**config.mk**
```make
export PLATFORM = sky130hd
export DESIGN_NAME = la_rle_encoder
export DESIGN_NICKNAME = d
export VERILOG_FILES = /design/src/rtl/la_rle_encoder.sv
export SDC_FILE = /design/constraint.sdc
export NUM_CORES = 1
export LEC_CHECK = 0
export CAP_MARGIN = 20
export CORE_UTILIZATION = 38
export DETAILED_ROUTE_END_ITERATION = 12
export HOLD_SLACK_MARGIN = 0.08
export PLACE_DENSITY = 0.71
export SLEW_MARGIN = 15
export SYNTH_ARGS = -nofsm -noshare
export SYNTH_HDL_FRONTEND = slang
export SYNTH_SLANG_ARGS = --single-unit
```
**constraint.sdc**
```tcl
create_clock -name CLK -period 2.5 [get_ports CLK]
set_clock_uncertainty 0.1 [all_clocks]
set_input_delay 0.25 -clock CLK [delete_from_list [all_inputs] [get_ports CLK]]
set_output_delay 0.25 -clock CLK [all_outputs]
set_load 0.03 [all_outputs]
```
**src/rtl/la_rle_encoder.sv**
```systemverilog
// Run-length encoder between the LA input sampler and the SRAM write port.
// Define LA_RLE_MASK_EN to let CMP_MASK select which channels take part in the run compare.
module la_rle_encoder #(
    parameter int DATA_W = 8,
    parameter int CNT_W  = 8
) (
    input  logic              CLK,
    input  logic              RST_N,
    input  logic              CLK_EN,
    input  logic              RLE_EN,
    input  logic              FLUSH,
    input  logic [DATA_W-1:0] CMP_MASK,
    input  logic [DATA_W-1:0] LA_IN_DATA,
    output logic [DATA_W-1:0] LA_OUT_DATA,
    output logic [CNT_W-1:0]  LA_RLE_OUT_DATA,
    output logic              LA_SRAM_ADDR_CNT_EN,
    output logic              BUSY
);

    typedef enum logic {
        ST_IDLE,
        ST_RUN
    } state_t;

    localparam logic [CNT_W-1:0] CNT_MAX = '1;

    state_t              state, state_nxt;
    logic [DATA_W-1:0]   cur_data, cur_data_nxt;
    logic [CNT_W-1:0]    cnt, cnt_nxt;
    logic [DATA_W-1:0]   eff_mask;
    logic                run_break;
    logic                emit;

`ifdef LA_RLE_MASK_EN
    assign eff_mask = CMP_MASK;
`else
    // Port kept so both builds share one pinout; every channel is compared.
    logic unused_cmp_mask;
    assign unused_cmp_mask = ^CMP_MASK;
    assign eff_mask        = '1;
`endif

    assign run_break = (((LA_IN_DATA ^ cur_data) & eff_mask) != '0)
                     || !RLE_EN
                     || (cnt == CNT_MAX);

    // NOTE: every signal written here gets a default first so no path leaves it unassigned (no latch).
    always_comb begin
        state_nxt    = state;
        cur_data_nxt = cur_data;
        cnt_nxt      = cnt;
        emit         = 1'b0;
        case (state)
            ST_IDLE: begin
                if (CLK_EN) begin
                    cur_data_nxt = LA_IN_DATA;
                    cnt_nxt      = '0;
                    state_nxt    = ST_RUN;
                end
            end
            ST_RUN: begin
                if (FLUSH) begin
                    emit      = 1'b1;
                    state_nxt = ST_IDLE;
                end else if (CLK_EN) begin
                    if (run_break) begin
                        emit         = 1'b1;
                        cur_data_nxt = LA_IN_DATA;
                        cnt_nxt      = '0;
                    end else begin
                        cnt_nxt = cnt + CNT_W'(1);
                    end
                end
            end
        endcase
    end

    // NOTE: sequential state uses non-blocking assignments so all flops update from pre-edge values.
    always_ff @(posedge CLK or negedge RST_N) begin
        if (!RST_N) begin
            state               <= ST_IDLE;
            cur_data            <= '0;
            cnt                 <= '0;
            LA_OUT_DATA         <= '0;
            LA_RLE_OUT_DATA     <= '0;
            LA_SRAM_ADDR_CNT_EN <= 1'b0;
        end else begin
            state               <= state_nxt;
            cur_data            <= cur_data_nxt;
            cnt                 <= cnt_nxt;
            LA_SRAM_ADDR_CNT_EN <= emit;
            if (emit) begin
                LA_OUT_DATA     <= cur_data;
                LA_RLE_OUT_DATA <= cnt;
            end
        end
    end

    assign BUSY = (state == ST_RUN);

endmodule

```
==> flow_summary.toml <==
[setup_path]
reg2reg_from = "cnt[0]"
crit_path_max_incr_delay_ns = 0.48
crit_path_end_kind = "flip-flop"
critPathLaunchType = "flip-flop"
r2r_cells = 7
critPathArrivalTime_ns = 2.37
worstSetupStartpoint = "cnt[0]"
worstPathCellList = "ha_1 -> nand3_1 -> or2_2 -> or4b_1 -> o21ai_4 -> buf_4 -> mux2_2"
slowest_stage = "or4b_1"
crit_type = "reg2reg"
critPathRequiredTime_ns = 2.56
worst-path-max-fanout = 9

[floorplan]
ios = 39
die_w_um = 65.0
start_util_pct = 40.2
coreArea_um2 = 3740
fp.dieH_um = 65.0
num_rows = 22
die-area_um2 = 4220

[timing]
finalSetupTns_ns = 0
hold_viol = 0
finalCritPeriodShare_pct = 92.4
rsz0062_at_grt = "no"
slew_violations = 0
period_needed_ns = 2.31
slew_headroom_pct = 72.0
setup_viol = 0
fmax_ghz = 0.433
worstMarginPinSlew_ns = 0.420

[cells_and_area]
antenna_cells = 0
nFillCells = 353
design_area_um2 = 1980
nets = 181
area_growth_pct = 31.6
seqCellArea_um2 = 851
fin_cells = 207
fin_util_pct = 53.0
mostFrequentLayoutCells = "34 x dfrtp_1, 30 x clkdlybuf4s50_1, 16 x mux2_2, 10 x xnor2_1"
multi_input_area_um2 = 624
drive_gt1_share_pct = 20.8
final_common_cell = "dfrtp_1"

[global_routing]
track_usage_pct = 15.8
met1_usage_pct = 17.1
grtUsageMet2_pct = 25.7
grt_overflow = 0
antenna_found_initial = 0
grt_max_degree = 35
grt_use_met3_pct = 6.51
grt_busiest_layer = "met2"
grt_pass1_wl_um = 4770
grt_pass1_vias = 1043

[cts]
holdBufCountCts = 0
clkTransAtPathRegs_ns = 0.06
cts.sinks = 34
cts_made_buffers = 5
clk_latency_ns = 0.28
cts-resized-gates = 0
cts-root-buf = "clkbuf_8"
postCtsSetupBuffers = 0
cts_tree = "done"
cts.path.max_buffers = 2
h-tree-depth = 2

[flow_run]
maxCapViolations = 0

[logic_synthesis]
synth_top_family_by_area = "multiplexers"
synth-adder-area-share_pct = 0.831
synth_seq_area_share_pct = 56.5
synthMuxAreaShare_pct = 19.4
yosys.area_share.simple_pct = 10.5
synth-seq-cells = 34
synthDistinctLibCells = 28
synthXorXnorAreaFrac_pct = 6.40
yosys_warnings = 0
syn_avg_cell_area_um2 = 12.9
synth_compound_area_share_pct = 4.40
syn-cell-area_um2 = 1510
synthCells = 117
syn_nets = 139

[power]
power.leakage_nw = 0.868
power_w = 0.00134
swShare_pct = 27.9
p_int_w = 0.000966
seqPwrFrac_pct = 48.5
p_sw_w = 0.000373
p_per_area_nw_per_um2 = 675
clkPwrFrac_pct = 27.1
peakVddDrop_v = 0.000440
pwr-share-comb_pct = 24.5

[hold_path]
hp-class = "in2async"

[placed_design]
port_buffers = 30
post_dp_cell_area_um2 = 1910
gp_congestion = 0.798
hpwl_um = 1970
place_inst = 200

[routing]
final_antenna_net_count = 0
vias_per_cell = 4.91
drc = 0
drt-initial-drc-count = 29
first_pass_iters = 4
vias = 1017
wl_per_cell_um = 13.2
routed_wl_um = 2730

[run_status]
status = "complete, no violations"
-- kinds of logic (layout without fill, tap and decap cells) --
kind of cell    count (synthesis)  count (layout)
flops                          34              34
simple gates                   31              31
compound gates                  8               8
fa+ha+maj                       1               1
xor+xnor                       11              11
buf+inv                         6              48
mux                            26              26
-- cell type report --
cell class | count | area share, %
repair buffers | 38 | 18.2
multi-input cells | 77 | 31.5
flip-flops and latches | 34 | 42.9
well taps | 48 | 3.03
clock buffers | 7 | 3.85
inverters | 3 | 0.568
-- state kept, by name (all words and copies together) (netlist names) --
name                 count
BUSY                     1
LA_OUT_DATA              8
LA_RLE_OUT_DATA          8
LA_SRAM_ADDR_CNT_EN      1
cnt                      8
cur_data                 8
-- power by group through the flow --
stage / clock network [W] / registers [W] / logic, W
finish: 0.000362 / 0.000649 / 0.000328
detailed placement: 0 / 0.000659 / 0.000331
CTS: 0.000381 / 0.000649 / 0.000333
floorplan: 0 / 0.000733 / 0.000108
global route: 0.000416 / 0.000656 / 0.000350
global placement: 0 / 0.000655 / 0.000328
-- layer usage --
metal,vias to the layer above,wire length (µm)
li1,493,-
met1,494,1180
met2,28,1390
met3,2,117
met4,0,37
met5,-,0
-- worst paths after layout --
check / slack (ns) / to
max: 0.19 / LA_RLE_OUT_DATA[4]
min: 0.27 / LA_RLE_OUT_DATA[5]
max reg2reg: 0.19 / LA_RLE_OUT_DATA[4]
min reg2reg: 0.39 / LA_RLE_OUT_DATA[0]
max in group asynchronous: 1.72 / BUSY
min in group CLK: 0.39 / LA_RLE_OUT_DATA[0]
-- cell usage after synthesis --
cell type | n | area, µm²
dfrtp_1 | 34 | 851
mux2_2 | 16 | 180
xnor2_1 | 10 | 87.6
mux2_1 | 9 | 101
nand3_1 | 9 | 45.0
nand2_1 | 8 | 30.0
nor2_1 | 6 | 22.5
inv_1 | 3 | 11.3
nand4_1 | 2 | 12.5
nor3_1 | 2 | 10.0
a21bo_2 | 1 | 10.0
a21oi_1 | 1 | 5.00
a22o_1 | 1 | 8.76
a31oi_1 | 1 | 6.26
and2_1 | 1 | 6.26
buf_2 | 1 | 5.00
buf_6 | 1 | 11.3
clkbuf_1 | 1 | 3.75
ha_1 | 1 | 12.5
mux2i_1 | 1 | 10.0
nor4b_2 | 1 | 15.0
o21a_1 | 1 | 7.51
o21ai_0 | 1 | 5.00
o21ai_4 | 1 | 16.3
o31ai_1 | 1 | 7.51
or2_2 | 1 | 6.26
or4b_1 | 1 | 10.0
xor2_1 | 1 | 8.76
-- critical path: cells and delay by family, from the launching register on --
| family | cells | cell delay [ns] |
|---|---|---|
| fa+ha+maj | 1 | 0.24 |
| compound gates | 1 | 0.15 |
| buf+inv | 1 | 0.19 |
| simple gates | 3 | 0.74 |
| flops | 1 | 0.42 |
| mux | 1 | 0.34 |
-- per-stage QoR --
stage	setup WS, ns	hold slack (ns)
after floorplan	0.236	-0.146
after global placement	-0.0239	0.374
after detailed placement	-0.0409	0.383
after CTS	0.171	0.281
after global routing	0.0638	0.297
final	0.191	0.272
No activity file was read; power rests on OpenSTA's default activity.
